===== config.mk =====
export PLATFORM = sky130hd
export DESIGN_NAME = monster_controller
export DESIGN_NICKNAME = d
export VERILOG_FILES = /design/src/rtl/starship_pkg.sv /design/src/rtl/lfsr16.sv /design/src/rtl/monster_controller.sv
export SDC_FILE = /design/constraint.sdc
export NUM_CORES = 1
export LEC_CHECK = 0
export ABC_AREA = 0
export BUFFER_PORTS_ARGS = -buffer_cell sky130_fd_sc_hd__buf_2
export CORE_MARGIN = 2
export CORE_UTILIZATION = 40
export DETAILED_ROUTE_END_ITERATION = 6
export PLACE_DENSITY = 0.68
export SETUP_SLACK_MARGIN = 0.5
export SYNTH_ARGS = -nofsm -noshare
export SYNTH_HDL_FRONTEND = slang
export SYNTH_SLANG_ARGS = --single-unit
export TNS_END_PERCENT = 50

===== constraint.sdc =====
create_clock -name Clk -period 4.5 [get_ports Clk]
set_input_delay 0.675 -clock Clk [delete_from_list [all_inputs] [get_ports Clk]]
set_output_delay 0.675 -clock Clk [all_outputs]
set_load 0.02 [all_outputs]

===== src/rtl/starship_pkg.sv =====
// Shared constants for the starship game logic: direction indices, FSM encoding,
// LFSR taps, and small helpers for spawn selection and kill counting.
package starship_pkg;

  localparam logic [1:0] DIR_TOP    = 2'd0;
  localparam logic [1:0] DIR_RIGHT  = 2'd1;
  localparam logic [1:0] DIR_BOTTOM = 2'd2;
  localparam logic [1:0] DIR_LEFT   = 2'd3;

  // Bit 0 is PLAY and bit 1 is OVER, so each status output is a single register bit.
  localparam logic [1:0] ST_IDLE = 2'b00;
  localparam logic [1:0] ST_PLAY = 2'b01;
  localparam logic [1:0] ST_OVER = 2'b10;

  // Polynomial x^16+x^14+x^13+x^11+1 in the right-shifting form (feedback enters bit 15).
  localparam logic [15:0] LFSR_TAPS = 16'h002D;

  localparam logic [9:0] SCORE_MAX = 10'd1023;

  // Returns {found, dir}: the first unoccupied direction at cand, cand+1, cand+2, cand+3 (mod 4).
  function automatic logic [2:0] pick_free_dir(input logic [3:0] occ, input logic [1:0] cand);
    logic [2:0] res;
    logic [1:0] d;
    res = 3'b000;
    for (int i = 3; i >= 0; i--) begin
      d = cand + 2'(i);
      if (!occ[d]) res = {1'b1, d};
    end
    return res;
  endfunction

  function automatic logic [2:0] popcount4(input logic [3:0] v);
    return 3'(v[0]) + 3'(v[1]) + 3'(v[2]) + 3'(v[3]);
  endfunction

endpackage


===== src/rtl/lfsr16.sv =====
// 16-bit Fibonacci LFSR used as the spawn-direction source; loads seed on reset.
module lfsr16
  import starship_pkg::*;
(
  input  logic        Clk,
  input  logic        Reset_n,
  input  logic        enable,
  input  logic [15:0] seed,
  output logic [15:0] q
);

  always_ff @(posedge Clk or negedge Reset_n) begin
    if (!Reset_n) begin
      q <= seed;
    end else if (enable) begin
      q <= {^(q & LFSR_TAPS), q[15:1]};
    end
  end

endmodule


===== src/rtl/monster_controller.sv =====
// Game-side monster driver: spawns tunnel monsters, detects kills and breaches, keeps score/state.
// Optional feature macro MONSTER_SPEEDUP_EN shortens the spawn interval on every 8th kill.
module monster_controller
  import starship_pkg::*;
#(
  parameter int          SPAWN_TICKS     = 200,
  parameter int          ATTACK_TICKS    = 600,
  parameter int          MIN_SPAWN_TICKS = 40,
  parameter logic [15:0] LFSR_SEED       = 16'hACE1
) (
  input  logic       Clk,
  input  logic       Reset_n,
  input  logic       Start,
  input  logic [3:0] monster_vga,
  output logic [3:0] monster_ctrl,
  output logic [3:0] broken,
  output logic [9:0] score,
  output logic       playing,
  output logic       game_over
);

  // Protocol: monster_ctrl[d] is our request; the display echoes it on monster_vga[d] one cycle
  // later. A direction arms once both are high; a later drop of monster_vga[d] while armed is a kill.

  localparam int          FLOOR_TICKS = (MIN_SPAWN_TICKS > SPAWN_TICKS) ? SPAWN_TICKS : MIN_SPAWN_TICKS;
  localparam logic [15:0] SPAWN_IV    = 16'((SPAWN_TICKS > FLOOR_TICKS) ? SPAWN_TICKS : FLOOR_TICKS);
  localparam logic [15:0] ATTACK_IV   = 16'(ATTACK_TICKS);

  logic [1:0]  r_state;
  logic [3:0]  r_ctrl;
  logic [3:0]  r_armed;
  logic [3:0]  r_broken;
  logic [9:0]  r_score;
  logic [15:0] r_spawn_cnt;
  logic [15:0] r_atk [4];

  logic [15:0] w_lfsr;
  logic        w_lfsr_unused;
  logic [15:0] w_interval;
  logic        w_play;
  logic [2:0]  w_pick;
  logic [3:0]  w_spawn_vec;
  logic [3:0]  w_kill;
  logic [3:0]  w_breach;
  logic [3:0]  w_ctrl_next;
  logic [3:0]  w_armed_next;
  logic        w_fatal;
  logic [2:0]  w_nkill;
  logic [10:0] w_score_sum;
  logic [9:0]  w_score_next;

  lfsr16 u_lfsr (
    .Clk     (Clk),
    .Reset_n (Reset_n),
    .enable  (1'b1),
    .seed    (LFSR_SEED),
    .q       (w_lfsr)
  );

  assign w_lfsr_unused = ^w_lfsr[15:2];
  assign w_play        = (r_state == ST_PLAY);
  assign w_pick        = pick_free_dir(r_ctrl, w_lfsr[1:0]);

  always_comb begin
    w_spawn_vec = '0;
    if (w_play && r_spawn_cnt == '0 && w_pick[2]) begin
      case (w_pick[1:0])
        DIR_TOP:    w_spawn_vec = 4'b0001;
        DIR_RIGHT:  w_spawn_vec = 4'b0010;
        DIR_BOTTOM: w_spawn_vec = 4'b0100;
        DIR_LEFT:   w_spawn_vec = 4'b1000;
        default:    w_spawn_vec = '0;
      endcase
    end
    w_kill   = '0;
    w_breach = '0;
    for (int d = 0; d < 4; d++) begin
      w_kill[d]   = r_ctrl[d] & r_armed[d] & ~monster_vga[d];
      // A kill on the same cycle as timer expiry takes precedence over the breach.
      w_breach[d] = r_ctrl[d] & (r_atk[d] == '0) & ~w_kill[d];
    end
    w_ctrl_next  = (r_ctrl & ~w_kill & ~w_breach) | w_spawn_vec;
    w_armed_next = (r_armed | (r_ctrl & monster_vga)) & ~w_kill & ~w_breach & ~w_spawn_vec;
    w_fatal      = |(w_breach & r_broken);
    w_nkill      = popcount4(w_kill);
    w_score_sum  = {1'b0, r_score} + {8'b0, w_nkill};
    w_score_next = (w_score_sum > {1'b0, SCORE_MAX}) ? SCORE_MAX : w_score_sum[9:0];
  end

`ifdef MONSTER_SPEEDUP_EN
  localparam logic [15:0] FLOOR_IV = 16'(FLOOR_TICKS);

  logic [15:0] r_interval;
  logic [2:0]  r_kill_mod;
  logic [3:0]  w_kmod_sum;
  logic [15:0] w_shrunk;

  assign w_kmod_sum = {1'b0, r_kill_mod} + {1'b0, w_nkill};
  assign w_shrunk   = r_interval - (r_interval >> 3);

  // Kills are counted mod 8; a carry out of the counter marks an 8th kill.
  always_ff @(posedge Clk or negedge Reset_n) begin
    if (!Reset_n) begin
      r_interval <= SPAWN_IV;
      r_kill_mod <= '0;
    end else if (!w_play) begin
      if (Start) begin
        r_interval <= SPAWN_IV;
        r_kill_mod <= '0;
      end
    end else begin
      r_kill_mod <= w_kmod_sum[2:0];
      if (w_kmod_sum[3]) r_interval <= (w_shrunk < FLOOR_IV) ? FLOOR_IV : w_shrunk;
    end
  end

  assign w_interval = r_interval;
`else
  assign w_interval = SPAWN_IV;
`endif

  always_ff @(posedge Clk or negedge Reset_n) begin
    if (!Reset_n) begin
      r_state     <= ST_IDLE;
      r_ctrl      <= '0;
      r_armed     <= '0;
      r_broken    <= '0;
      r_score     <= '0;
      r_spawn_cnt <= SPAWN_IV;
      for (int d = 0; d < 4; d++) r_atk[d] <= '0;
    end else begin
      case (r_state)
        ST_PLAY: begin
          r_spawn_cnt <= (r_spawn_cnt == '0) ? w_interval : r_spawn_cnt - 16'd1;
          for (int d = 0; d < 4; d++) begin
            if (w_spawn_vec[d]) r_atk[d] <= ATTACK_IV;
            else if (r_ctrl[d] && r_atk[d] != '0) r_atk[d] <= r_atk[d] - 16'd1;
          end
          r_ctrl   <= w_fatal ? 4'b0000 : w_ctrl_next;
          r_armed  <= w_armed_next;
          r_broken <= r_broken | w_breach;
          r_score  <= w_score_next;
          if (w_fatal) r_state <= ST_OVER;
        end
        default: begin
          if (Start) begin
            r_state     <= ST_PLAY;
            r_ctrl      <= '0;
            r_armed     <= '0;
            r_broken    <= '0;
            r_score     <= '0;
            r_spawn_cnt <= SPAWN_IV;
            for (int d = 0; d < 4; d++) r_atk[d] <= '0;
          end
        end
      endcase
    end
  end

  assign monster_ctrl = r_ctrl;
  assign broken       = r_broken;
  assign score        = r_score;
  assign playing      = r_state[0];
  assign game_over    = r_state[1];

endmodule


==> impl_metrics.toml, run 1 <==
[sta]
tightest_slew_ns = 0.964
max_slew_margin = 0.354
setup_tns_ns = 0
period_needed_ns = 3.23
fin_skew_ns = 0.00781
finalCritPeriodShare = 0.718
hold_violations = 0
clock.fmax_mhz = 309
slew_viol_final = 0
setup_viol = 0
rsz0062_at_grt = "no"

[yosys]
synth_area_leader_cell = "dfrtp_1"
syn_nets = 739
synthArstFlopShare = 1.00
synth_top_cell_area_share = 0.397
synth_edf_count = 0
synth_most_common_cell = "dfrtp_1"
yosys_warnings = 0
synth_top_family_by_area = "simple AND/OR/NAND/NOR gates"
synth_area_um2 = 6870
syn_avg_cell_area_um2 = 9.51
synth_flop_cell = "dfrtp_1"
synth-xor-area-share = 0.00637
syn_inst = 723
synthTopCellsByArea = "dfrtp_1 40%, dfstp_2 4.2%, nand2_1 3.1%"
synth-simple-area-share = 0.252
yosys.area_share.adder = 0.0197
synth-compound-area-share = 0.233
synthDistinctLibCells = 86
ys_ff_latch = 120
ys_seq_area_frac = 0.439
ys_top_cells_by_count = "109 x dfrtp_1, 56 x nand2_1, 42 x o21ai_0"
synth_mux_area_frac = 0.00728

[routing]
route.detailed.drc = 0
vias_per_cell = 6.16
drtAntennaViolNets = 0
wl_mm = 16.9
first_pass_iters = 5
vias = 6005
wl_per_cell_um = 17.4
drtIter0Drc = 569

[floorplan]
start_util = 0.412
core_um2 = 16700
die_h_um = 135
die_w_um = 135
ioPinCount = 27
fp-row-count = 47
die_area_um2 = 18200

[power]
peakVddDrop_uv = 299
power_density_nw_per_um2 = 494
p_leak_nw = 3.33

[clocking]
cts_buffer_depth = 2
h-tree-depth = 4
cts_made_buffers = 17
cts_resized = 0
path_clk_slew_ns = 0.06
cts-root-buf = "clkbuf_16"
postCtsHoldBufs = 0
clk_latency_ns = 0.43
cts_sinks = 120
cts_tree = "done"
cts_setup_buffers = 0

[outcome]
outcome = "completed"

[global_routing]
overflow = 0
grt_usage = 0.196
grt_max_degree = 58
grt_pass1_wl_mm = 28.5
antenna_found_initial = 0
grt_pass1_vias = 5477

[layout]
area_growth_pct = 13.4
layout-drive-gt1-share = 0.164
antenna_cells = 0
fin_cells = 975
n_fill_cell = 1586
final_util = 0.467
multiInputGateArea_um2 = 3580
nets = 758
regArea_um2 = 3020

[place]
dp_hpwl_mm = 11.3
place_inst = 943
gp_congestion = 0.834
port-buffer-count = 26

[worst_setup_path]
critPathArrivalTime_ns = 3.56
crit_path_max_fanout = 12
crit_type = "flip-flop to flip-flop"
cp-end-kind = "flip-flop"
cp.required_ns = 4.83
cp-start-kind = "flip-flop"
r2r_cells = 12

[worst_hold_path]
hp-class = "primary input to async pin"

[flow_run]
cap_viol_max_count = 0
[cells in the final DEF (no fill, tap or decap), types with 7 or more instances in the layout]
| cell type | synthesis | layout |
|---|---|---|
| dfrtp_1 | 109 | 109 |
| nand2_1 | 56 | 56 |
| o21ai_0 | 42 | 42 |
| inv_1 | 38 | 38 |
| nor2_1 | 33 | 32 |
| a21oi_1 | 32 | 32 |
| nand3_1 | 28 | 28 |
| nand4_1 | 26 | 26 |
| nor3_1 | 25 | 25 |
| buf_2 | 7 | 25 |
| a31oi_1 | 23 | 23 |
| or3_1 | 21 | 21 |
| clkbuf_16 | 0 | 17 |
| nor4_1 | 15 | 15 |
| or4_1 | 14 | 14 |
| o221ai_1 | 11 | 11 |
| dfstp_2 | 11 | 11 |
| and2_1 | 10 | 10 |
| buf_4 | 1 | 10 |
| o31ai_1 | 9 | 9 |
| o211ai_1 | 9 | 9 |
| a31o_2 | 7 | 7 |
[worst max-delay path, stage by stage, from the launching register on]
cell and delay (ns):
dfrtp_1 0.55, inv_1 0.18, nor3_1 0.41, fa_1 0.23, inv_1 0.05, fa_1 0.38
inv_1 0.08, fa_1 0.18, nand2_1 0.09, or3_1 0.54, a21oi_1 0.20, nor2_1 0.05
a211oi_1 0.21
[registers in the layout, indices dropped and copies added (netlist names)]
register and count:
r_armed 4, u_lfsr.q 16, broken 4, score 10
r_spawn_cnt 16, r_state 2, r_atk 64, monster_ctrl 4
[logic make-up after synthesis]
logic type | Yosys count
buffers and inverters | 73
flip-flops | 120
XOR/XNOR | 5
AO/OA/AOI/OAI | 218
multiplexers | 5
AND/OR/NAND/NOR | 293
adder cells (fa/ha/maj) | 9
[metrics by stage]
stage	power, W	area [um^2]	setup slack [ns]	hold WS (ns)
after floorplan	0.00218	6870	1.40	0.331
after global placement	0.00250	7210	1.19	0.339
after detailed placement	0.00252	7210	1.13	0.335
after CTS	0.00388	7790	1.30	0.347
after global routing	0.00407	7790	1.01	0.354
final	0.00385	7790	1.27	0.329
[per-layer routing]
layer	track usage	up-vias	share of wire
li1	-	2858	-
met1	0.283	2992	0.48
met2	0.298	139	0.46
met3	0.0387	16	0.041
met4	0.0602	0	0.013
met5	0	-	0
[power by group]
part | leakage [nW] | internal, W | switching, W | total (W)
combinational | 1.43 | 0.000387 | 0.000839 | 0.00123
sequential | 1.62 | 0.00117 | 0.000117 | 0.00128
clock | 0.286 | 0.000783 | 0.000561 | 0.00134
[final timing paths]
path | from | to | slack (ns)
max | monster_ctrl[0]$_DFFE_PN0P_ | score[3]$_DFFE_PN0P_ | 1.27
min | Reset_n | r_spawn_cnt[8]$_DFFE_PN0P_ | 0.33
max reg2reg | monster_ctrl[0]$_DFFE_PN0P_ | score[3]$_DFFE_PN0P_ | 1.27
min reg2reg | u_lfsr.q[7]$_DFF_PN1_ | u_lfsr.q[6]$_DFF_PN1_ | 0.35
max in group asynchronous | Reset_n | u_lfsr.q[10]$_DFF_PN1_ | 3.21
min in group Clk | u_lfsr.q[7]$_DFF_PN1_ | u_lfsr.q[6]$_DFF_PN1_ | 0.35
[layout make-up]
| type | instances | share of cell area |
|---|---|---|
| clock buffer | 17 | 0.0546 |
| clock inverter | 15 | 0.0204 |
| inverter | 38 | 0.0183 |
| multi-input combinational | 530 | 0.459 |
| sequential | 120 | 0.387 |
| tap | 220 | 0.0353 |
| timing repair buffer | 35 | 0.0257 |
(Power assumes the default switching activity.)
==> run 2: changes to the inputs <==
clock period = 3.05 ns   (was 4.5 ns; I/O delays follow)
==> impl_metrics.toml, run 2 (synthesized netlist as in run 1, its figures left out) <==
[outcome]
outcome = "completed"

[clocking]
clk_latency_ns = 0.42
cts_sinks = 120
cts-root-buf = "clkbuf_16"
cts_buffer_depth = 2
path_clk_slew_ns = 0.06
h-tree-depth = 4
cts_tree = "done"
cts_made_buffers = 17

[worst_hold_path]
hp-class = "primary input to async pin"

[global_routing]
grt_max_degree = 49
grt_pass1_vias = 5770
antenna_found_initial = 0
grt_usage = 0.201
overflow = 0
grt_pass1_wl_mm = 29.5

[floorplan]
die_w_um = 135
die_h_um = 135
start_util = 0.412
ioPinCount = 27
die_area_um2 = 18200
fp-row-count = 47
core_um2 = 16700

[worst_setup_path]
cp-end-kind = "flip-flop"
crit_path_max_fanout = 4
slowest_delay_ns = 0.50
cp-start-kind = "flip-flop"
critPathBufInv = 2
critPathArrivalTime_ns = 3.04
r2r-start = "r_armed[2]$_DFFE_PN0P_"
cp.required_ns = 3.38
critPathTopFamily = "adder cells"
worstPathCellList = "nor2b_4 -> and2_4 -> fa_1 -> inv_1 -> fa_2 -> inv_2 -> fa_2 -> nand2_2 -> or3_4 -> a21oi_2 -> nor2_1 -> a211oi_1"
reg2reg_to = "score[3]$_DFFE_PN0P_"
cpMostUsedCell = "fa_2"
rrSetupSlack_ns = 0.34
r2r_cells = 12
crit_slowest_cell = "fa_1"
crit_type = "flip-flop to flip-flop"

[sta]
finalCritPeriodShare = 0.889
fin_skew_ns = 0.00999
setup_viol = 0
tightest_slew_ns = 0.912
rsz0062_at_grt = "yes"
period_needed_ns = 2.71
max_slew_margin = 0.391
clock.fmax_mhz = 369
hold_violations = 0
hold-worst-slack_ns = 0.0747
slew_viol_final = 0
setup_tns_ns = 0

[routing]
met3_length_um = 851
highest_layer = "met4"
drtAntennaViolNets = 0
route.detailed.drc = 0
wl_mm = 17.9
vias_per_cell = 6.17
first_pass_iters = 6
drtIter0Drc = 633
route.met2.wl_mm = 8.30
wl_per_cell_um = 17.7
wl_met1_mm = 8.40
vias = 6212

[place]
dp_hpwl_mm = 11.7
gp_congestion = 0.857
port-buffer-count = 26
place_inst = 963

[layout]
layout-drive-gt1-share = 0.226
fin_cells = 1007
area_growth_pct = 19.0
final_cell_mix = "107 x dfrtp_1, 55 x nand2_1, 41 x o21ai_0"
nets = 790
regMostFlops = "r_atk"
reg.largest.list = "r_atk x64, r_spawn_cnt x16, u_lfsr.q x16"
largest_register_ffs = 64
final_common_cell = "dfrtp_1"
antenna_cells = 0

[power]
p_leak_nw = 3.50
power_density_nw_per_um2 = 713
peakVddDrop_uv = 414

[flow_run]
cap_viol_max_count = 0
[run 2: changes by cell type in the layout (fill, tap and decap cells not counted), moves of 3 or more]
cell	before	now
inv_2	0	3
buf_4	10	39
inv_8	3	0
clkinv_2	0	3
inv_6	6	0
inv_1	38	35
[run 2: layout make-up]
| type | instances | area, um^2 |
|---|---|---|
| flip-flops and latches | 120 | 3020 |
| multi-input cells | 531 | 3710 |
| clock inverters | 11 | 124 |
| well taps | 220 | 275 |
| inverters | 38 | 143 |
| repair buffers | 66 | 449 |
| clock buffers | 21 | 460 |
| fillers | 1558 | 8520 |
[run 2: what timing repair did]
item | CTS | global route
endpoints found under the hold margin | 0 | 0
cloned | 0 | 1
setup buffers | 6 | 5
endpoints found under the setup margin | 10 | 37
gates resized for setup | 9 | 13
hold buffers | 0 | 0
pin swaps | 4 | 4
[run 2: report_power, final]
group | total, W | leakage [nW] | internal (W) | switching, W
Clock | 0.00197 | 0.279 | 0.00124 | 0.000729
Combinational | 0.00196 | 1.60 | 0.000650 | 0.00131
Sequential | 0.00190 | 1.62 | 0.00172 | 0.000174
[run 2: worst max path at each step]
stage                                start                    to  cells past startpoint
5_1_grt             r_armed[2]$_DFFE_PN0P_  score[3]$_DFFE_PN0P_                     12
2_1_floorplan  monster_ctrl[2]$_DFFE_PN0P_  score[3]$_DFFE_PN0P_                     13
4_1_cts             r_armed[2]$_DFFE_PN0P_  score[3]$_DFFE_PN0P_                     12
3_5_place_dp                monster_vga[2]  score[3]$_DFFE_PN0P_                     13
6_report            r_armed[2]$_DFFE_PN0P_  score[3]$_DFFE_PN0P_                     12
3_3_place_gp                monster_vga[2]  score[3]$_DFFE_PN0P_                     13
[run 2: per-layer routing]
layer | global-route usage | vias to the layer above
met5 | 0 | -
met4 | 0.0608 | 0
met3 | 0.0465 | 24
met2 | 0.310 | 178
met1 | 0.283 | 3091
li1 | - | 2919
[run 2: through the flow]
step / worst slack, ns / area [um^2] / utilization / total power, W
2_1_floorplan: 0.262 / 6910 / - / 0.00321
4_1_cts: 0.356 / 8060 / 0.483 / 0.00579
3_3_place_gp: 0.186 / 7390 / 0.442 / 0.00378
3_5_place_dp: 0.0828 / 7390 / 0.442 / 0.00380
5_1_grt: 0.201 / 8180 / 0.490 / 0.00617
6_report: 0.340 / 8180 / 0.490 / 0.00583
